--- src/rtl/id_stage.sv ---
// id_stage: RV32I decode stage holding the IF/ID and ID/EX pipeline registers,
// with a load-use bubble, same-cycle writeback bypass and redirect squash.
module id_stage #(
  parameter int XLEN = 32
) (
  input  logic            clk,
  input  logic            reset,
  input  logic            if_valid,
  output logic            if_ready,
  input  logic [XLEN-1:0] if_instr,
  input  logic [XLEN-1:0] if_pc,
  input  logic            flush,
  output logic [4:0]      rs1,
  output logic [4:0]      rs2,
  input  logic [XLEN-1:0] readData1,
  input  logic [XLEN-1:0] readData2,
  input  logic            wb_reg_write,
  input  logic [4:0]      wb_rd,
  input  logic [XLEN-1:0] wb_data,
  output logic            ex_valid,
  input  logic            ex_ready,
  output logic [XLEN-1:0] ex_pc,
  output logic [XLEN-1:0] ex_rs1_data,
  output logic [XLEN-1:0] ex_rs2_data,
  output logic [XLEN-1:0] ex_imm,
  output logic [4:0]      ex_rs1,
  output logic [4:0]      ex_rs2,
  output logic [4:0]      ex_rd,
  output logic [2:0]      ex_funct3,
  output logic [3:0]      ex_alu_op,
  output logic            ex_alu_src,
  output logic            ex_mem_read,
  output logic            ex_mem_write,
  output logic            ex_reg_write,
  output logic            ex_mem_to_reg,
  output logic            ex_branch,
  output logic            ex_jump,
  output logic            ex_illegal
);

  localparam logic [6:0] OPC_LUI    = 7'b0110111;
  localparam logic [6:0] OPC_AUIPC  = 7'b0010111;
  localparam logic [6:0] OPC_JAL    = 7'b1101111;
  localparam logic [6:0] OPC_JALR   = 7'b1100111;
  localparam logic [6:0] OPC_BRANCH = 7'b1100011;
  localparam logic [6:0] OPC_LOAD   = 7'b0000011;
  localparam logic [6:0] OPC_STORE  = 7'b0100011;
  localparam logic [6:0] OPC_OPIMM  = 7'b0010011;
  localparam logic [6:0] OPC_OP     = 7'b0110011;

  typedef struct packed {
    logic [XLEN-1:0] imm;
    logic [4:0]      rd;
    logic [2:0]      funct3;
    logic [3:0]      alu_op;
    logic            alu_src;
    logic            mem_read;
    logic            mem_write;
    logic            reg_write;
    logic            mem_to_reg;
    logic            branch;
    logic            jump;
    logic            illegal;
  } ctl_t;

  typedef struct packed {
    logic [XLEN-1:0] pc;
    logic [XLEN-1:0] rs1_data;
    logic [XLEN-1:0] rs2_data;
    logic [4:0]      rs1;
    logic [4:0]      rs2;
    ctl_t            ctl;
  } id_ex_t;

  logic            id_valid_q, id_valid_d;
  logic [XLEN-1:0] id_instr_q, id_instr_d;
  logic [XLEN-1:0] id_pc_q, id_pc_d;
  logic            ex_valid_q, ex_valid_d;
  id_ex_t          ex_q, ex_d, ex_new;

  ctl_t            ctl;
  logic            uses_rs1, uses_rs2;
  logic [6:0]      opcode;
  logic [2:0]      funct3;
  logic            f7b5;
  logic [XLEN-1:0] imm_i, imm_s, imm_b, imm_u, imm_j;
  logic [XLEN-1:0] op1, op2;
  logic            hazard, ex_accept, id_advance;

  assign opcode = id_instr_q[6:0];
  assign funct3 = id_instr_q[14:12];
  assign f7b5   = id_instr_q[30];

  assign imm_i = {{20{id_instr_q[31]}}, id_instr_q[31:20]};
  assign imm_s = {{20{id_instr_q[31]}}, id_instr_q[31:25], id_instr_q[11:7]};
  assign imm_b = {{19{id_instr_q[31]}}, id_instr_q[31], id_instr_q[7],
                  id_instr_q[30:25], id_instr_q[11:8], 1'b0};
  assign imm_u = {id_instr_q[31:12], 12'b0};
  assign imm_j = {{11{id_instr_q[31]}}, id_instr_q[31], id_instr_q[19:12],
                  id_instr_q[20], id_instr_q[30:21], 1'b0};

  always_comb begin
    ctl         = '0;
    ctl.rd      = id_instr_q[11:7];
    ctl.funct3  = funct3;
    ctl.alu_src = 1'b1;
    uses_rs1    = 1'b1;
    uses_rs2    = 1'b0;
    case (opcode)
      OPC_LUI, OPC_AUIPC: begin
        uses_rs1      = 1'b0;
        ctl.imm       = imm_u;
        ctl.reg_write = 1'b1;
      end
      OPC_JAL: begin
        uses_rs1      = 1'b0;
        ctl.imm       = imm_j;
        ctl.reg_write = 1'b1;
        ctl.jump      = 1'b1;
      end
      OPC_JALR: begin
        ctl.imm       = imm_i;
        ctl.reg_write = 1'b1;
        ctl.jump      = 1'b1;
      end
      OPC_BRANCH: begin
        uses_rs2    = 1'b1;
        ctl.imm     = imm_b;
        ctl.rd      = 5'd0;
        ctl.alu_op  = 4'b1000;
        ctl.alu_src = 1'b0;
        ctl.branch  = 1'b1;
      end
      OPC_LOAD: begin
        ctl.imm        = imm_i;
        ctl.reg_write  = 1'b1;
        ctl.mem_read   = 1'b1;
        ctl.mem_to_reg = 1'b1;
      end
      OPC_STORE: begin
        uses_rs2      = 1'b1;
        ctl.imm       = imm_s;
        ctl.rd        = 5'd0;
        ctl.mem_write = 1'b1;
      end
      OPC_OPIMM: begin
        ctl.imm       = imm_i;
        ctl.reg_write = 1'b1;
        ctl.alu_op    = {(funct3 == 3'b101) & f7b5, funct3};
      end
      OPC_OP: begin
        uses_rs2      = 1'b1;
        ctl.alu_src   = 1'b0;
        ctl.reg_write = 1'b1;
        ctl.alu_op    = {f7b5, funct3};
      end
      default: ctl.illegal = 1'b1;
    endcase
  end

  assign rs1 = uses_rs1 ? id_instr_q[19:15] : 5'd0;
  assign rs2 = uses_rs2 ? id_instr_q[24:20] : 5'd0;

  // The register file writes at the edge, so a value being written this cycle
  // is not yet visible on readData and must be taken from the WB port.
  assign op1 = (rs1 == 5'd0) ? '0 :
               (wb_reg_write && wb_rd == rs1) ? wb_data : readData1;
  assign op2 = (rs2 == 5'd0) ? '0 :
               (wb_reg_write && wb_rd == rs2) ? wb_data : readData2;

  assign ex_new = {id_pc_q, op1, op2, rs1, rs2, ctl};

  assign hazard = id_valid_q & ex_valid_q & ex_q.ctl.mem_read & (ex_q.ctl.rd != 5'd0) &
                  ((uses_rs1 & (ex_q.ctl.rd == rs1)) | (uses_rs2 & (ex_q.ctl.rd == rs2)));
  assign ex_accept  = ~ex_valid_q | ex_ready;
  assign id_advance = id_valid_q & ex_accept & ~hazard;
  assign if_ready   = ~flush & (~id_valid_q | id_advance);

  always_comb begin
    id_valid_d = id_valid_q;
    id_instr_d = id_instr_q;
    id_pc_d    = id_pc_q;
    ex_valid_d = ex_valid_q;
    ex_d       = ex_q;
    if (flush) begin
      id_valid_d = 1'b0;
      ex_valid_d = 1'b0;
    end else begin
      if (if_ready) begin
        id_valid_d = if_valid;
        if (if_valid) begin
          id_instr_d = if_instr;
          id_pc_d    = if_pc;
        end
      end
      if (ex_accept) begin
        ex_valid_d = id_valid_q & ~hazard;
        if (id_advance) ex_d = ex_new;
      end
    end
  end

  always_ff @(posedge clk or negedge reset) begin
    if (!reset) begin
      id_valid_q <= 1'b0;
      id_instr_q <= '0;
      id_pc_q    <= '0;
      ex_valid_q <= 1'b0;
      ex_q       <= '0;
    end else begin
      id_valid_q <= id_valid_d;
      id_instr_q <= id_instr_d;
      id_pc_q    <= id_pc_d;
      ex_valid_q <= ex_valid_d;
      ex_q       <= ex_d;
    end
  end

  assign ex_valid      = ex_valid_q;
  assign ex_pc         = ex_q.pc;
  assign ex_rs1_data   = ex_q.rs1_data;
  assign ex_rs2_data   = ex_q.rs2_data;
  assign ex_rs1        = ex_q.rs1;
  assign ex_rs2        = ex_q.rs2;
  assign ex_imm        = ex_q.ctl.imm;
  assign ex_rd         = ex_q.ctl.rd;
  assign ex_funct3     = ex_q.ctl.funct3;
  assign ex_alu_op     = ex_q.ctl.alu_op;
  assign ex_alu_src    = ex_q.ctl.alu_src;
  assign ex_mem_read   = ex_q.ctl.mem_read;
  assign ex_mem_write  = ex_q.ctl.mem_write;
  assign ex_reg_write  = ex_q.ctl.reg_write;
  assign ex_mem_to_reg = ex_q.ctl.mem_to_reg;
  assign ex_branch     = ex_q.ctl.branch;
  assign ex_jump       = ex_q.ctl.jump;
  assign ex_illegal    = ex_q.ctl.illegal;

endmodule

--- config.mk ---
export PLATFORM = sky130hd
export DESIGN_NAME = id_stage
export DESIGN_NICKNAME = d
export VERILOG_FILES = /design/src/rtl/id_stage.sv
export SDC_FILE = /design/constraint.sdc
export NUM_CORES = 1
export LEC_CHECK = 0
export CAP_MARGIN = 20
export CORE_ASPECT_RATIO = 0.7
export CORE_MARGIN = 10
export CORE_UTILIZATION = 40
export CTS_CLUSTER_SIZE = 8
export DETAILED_ROUTE_END_ITERATION = 6
export PLACE_DENSITY = 0.73
export SKIP_CTS_REPAIR_TIMING = 1
export SLEW_MARGIN = 20
export SYNTH_ARGS = -nofsm -noshare
export SYNTH_HDL_FRONTEND = slang
export SYNTH_SLANG_ARGS = --single-unit
--- constraint.sdc ---
create_clock -name clk -period 6.7 [get_ports clk]
set_input_delay 1.34 -clock clk [delete_from_list [all_inputs] [get_ports clk]]
set_output_delay 1.34 -clock clk [all_outputs]
set_load 0.05 [all_outputs]
==> impl_metrics.json <==
{
  "status": "finished clean",
  "wl_per_cell_um": 21.7,
  "initial_core_util_pct": 41.0,
  "overflow": 0,
  "p_comb_share_pct": 31.1,
  "cts.sinks": 223,
  "fillers": 2024,
  "drtIter0Drc": 443,
  "hold_path_class": "register to register",
  "pwr-share-seq_pct": 38.9,
  "switching_share_pct": 34.9,
  "r2r_cells": 7,
  "synthTopCellsByArea": "dfrtp_1, mux2_2, mux2i_1",
  "crit_family": "simple AND/OR/NAND/NOR gates",
  "htreeDepth": 1,
  "yosysUniqueCellTypes": 57,
  "synth_seq_area_share_pct": 57.0,
  "setup_viol": 0,
  "hp-start": "ex_rs1_data[7]",
  "critical-path-slowest-cell": "clkdlybuf4s50_1",
  "dr_total_vias": 7575,
  "clkTransAtPathRegs_ns": 0.05,
  "grt_usage_pct": 19.4,
  "synth_area_per_cell_um2": 11.8,
  "p_leak_nw": 6.10,
  "yosys_warnings": 0,
  "min_period_ns": 4.79,
  "end_kind": "output pin",
  "dpl_worst_slack_ns": 2.23,
  "worst-slew-pin-transition_ns": 1.07,
  "final_nets": 1324,
  "peakVddDrop_mv": 0.222,
  "core_um2": 23900,
  "port_buffers": 340,
  "netlist_area_um2": 9790,
  "period_share_pct": 71.6,
  "crit_buf_inv": 1,
  "reg2reg_to": "id_pc_q[29]",
  "hold_viol": 0,
  "hold-worst-slack_ns": 0.474,
  "die_width_um": 207,
  "tns_ns": 0,
  "routed_wl_um": 31900,
  "grt_pass1_vias": 7898,
  "drv_cap": 0,
  "holdPathStages": 2,
  "syn_nets": 999,
  "clockBufferDepth": 3,
  "synth.largest_area_cell": "dfrtp_1",
  "skew_ns": 0.0163,
  "postSynth.asyncResetShare_pct": 100,
  "cp_slowest_stage_delay_ns": 0.82,
  "via_per_inst": 5.14,
  "synth_cells": 828,
  "rsz0062_at_grt": "no",
  "synth-seq-cells": 223,
  "synth_top_area_share_pct": 57.0,
  "p_sw_mw": 1.55,
  "drc": 0,
  "cts_buffers": 31,
  "place.gp.congestion": 0.787,
  "powerDensity_nw_per_um2": 313,
  "clk_latency_ns": 0.53,
  "synth_ff_type": "dfrtp_1",
  "antenna_left": 0,
  "setup_slack_ns": 1.91,
  "die-area_um2": 31200,
  "crit_fanout": 14,
  "p_int_mw": 2.89,
  "num_rows": 47,
  "cp.required_ns": 5.36,
  "synth-edff-count": 0,
  "crit_path_cell_trace": "and4b_1 > nor3b_2 > or2_4 > o211ai_2 > a21oi_1 > clkdlybuf4s50_1",
  "place_area_um2": 13400,
  "fmax_mhz": 209,
  "antenna_found_initial": 6,
  "die_h_um": 151,
  "syn2layout_area_growth_pct": 44.8,
  "setup.worst_path.start_class": "register",
  "max_slew_margin_pct": 28.8,
  "layout-drive-gt1-share_pct": 13.5,
  "cts_tree": "yes",
  "reg2reg_from": "id_instr_q[6]",
  "firstDrtPassIters": 4,
  "cts-root-buf": "clkbuf_16",
  "rrSetupSlack_ns": 2.93,
  "hpwl_um": 23000,
  "grt_pass1_wl_um": 48400,
  "cp_data_arrival_time_ns": 3.45,
  "final_cell_area_um2": 14200,
  "grt_max_degree": 205,
  "finalMaxSlewViolations": 0,
  "whs_endpoint": "ex_rs1_data[7]",
  "critPathKind": "register to output pin",
  "clkPwrFrac_pct": 30.0,
  "ios": 341,
  "crit_cells": 6
}
[placed cells by master (no fill, tap or decap), types with 3 or more instances in the layout]
master / Yosys / routed
clkdlybuf4s50_1: 0 / 339
dfrtp_1: 223 / 223
nand2_1: 131 / 131
o21ai_0: 103 / 103
mux2_2: 94 / 94
mux2i_1: 65 / 65
clkbuf_16: 0 / 31
a21oi_1: 24 / 24
nor2_1: 12 / 12
xor2_1: 10 / 10
mux2_4: 10 / 10
o21ai_1: 9 / 9
and2_1: 7 / 7
and3_1: 6 / 6
xnor2_1: 6 / 6
mux2_1: 6 / 6
buf_4: 5 / 6
nor3_1: 5 / 5
a22oi_1: 5 / 5
diode_2: 0 / 3
inv_1: 3 / 3
nand4_1: 3 / 3
nand2b_1: 3 / 3
o31ai_1: 3 / 3
[routing by layer]
layer	global-route usage [%]	up-vias	share of wire, %
met1	25.3	3705	44
li1	-	3548	-
met5	0	-	0.12
met3	7.18	56	8.6
met4	5.02	6	2.3
met2	30.1	260	45
[cells in the mapped netlist (all sizes together), types with 3 or more instances]
library cell	count
a21oi	25
a22oi	5
and2	7
and3	6
buf	35
clkbuf	21
dfrtp	223
inv	3
mux2	110
mux2i	65
nand2	131
nand2b	3
nand4	3
nor2	12
nor3	5
nor4	3
o211ai	4
o21ai	113
o31ai	3
xnor2	6
xor2	10
[worst max path at each step]
stage / to / from
after CTS: if_ready / id_instr_q[6]
after global placement: if_ready / ex_ready
final: if_ready / id_instr_q[6]
after global routing: if_ready / id_instr_q[5]
after floorplan: if_ready / ex_rd[0]
after detailed placement: if_ready / ex_ready
[per-stage QoR]
stage | cells | power [mW] | utilization, %
finish | 1473 | 4.44 | 59.4
global route | 1470 | 4.62 | 59.4
CTS | 1470 | 4.48 | 59.3
detailed placement | 1438 | 3.13 | 56.0
global placement | 1438 | 3.10 | 56.0
floorplan | 828 | 2.55 | -
[cell type report]
| type | count | area, µm² | share of cell area (%) |
|---|---|---|---|
| timing repair buffer | 348 | 3490 | 24.6 |
| antenna | 3 | 7.51 | 0.0529 |
| multi-input combinational | 546 | 3910 | 27.6 |
| sequential | 223 | 5580 | 39.4 |
| tap | 318 | 398 | 2.81 |
| inverter | 3 | 11.3 | 0.0794 |
| clock buffer | 32 | 779 | 5.50 |
[cell families after synthesis]
group                  count (synthesis)  synth area share, %
multiplexers                         175                 19.7
flip-flops                           223                 57.0
AO/OA/AOI/OAI                        169                 9.99
buffers and inverters                 59                 3.50
XOR/XNOR                              16                 1.43
AND/OR/NAND/NOR                      186                 8.42
[worst min-delay path, cell delays in order (launching register included)]
cell	delay (ns)
dfrtp_1	0.34
nand2_1	0.04
o21ai_0	0.06
[power groups by stage]
stage	combinational (mW)	sequential, mW	clock (mW)
floorplan	0.337	2.21	0
global placement	1.38	1.73	0
detailed placement	1.39	1.74	0
CTS	1.40	1.72	1.36
global route	1.45	1.75	1.42
finish	1.38	1.72	1.33
Power figures use the tool's default switching activity.
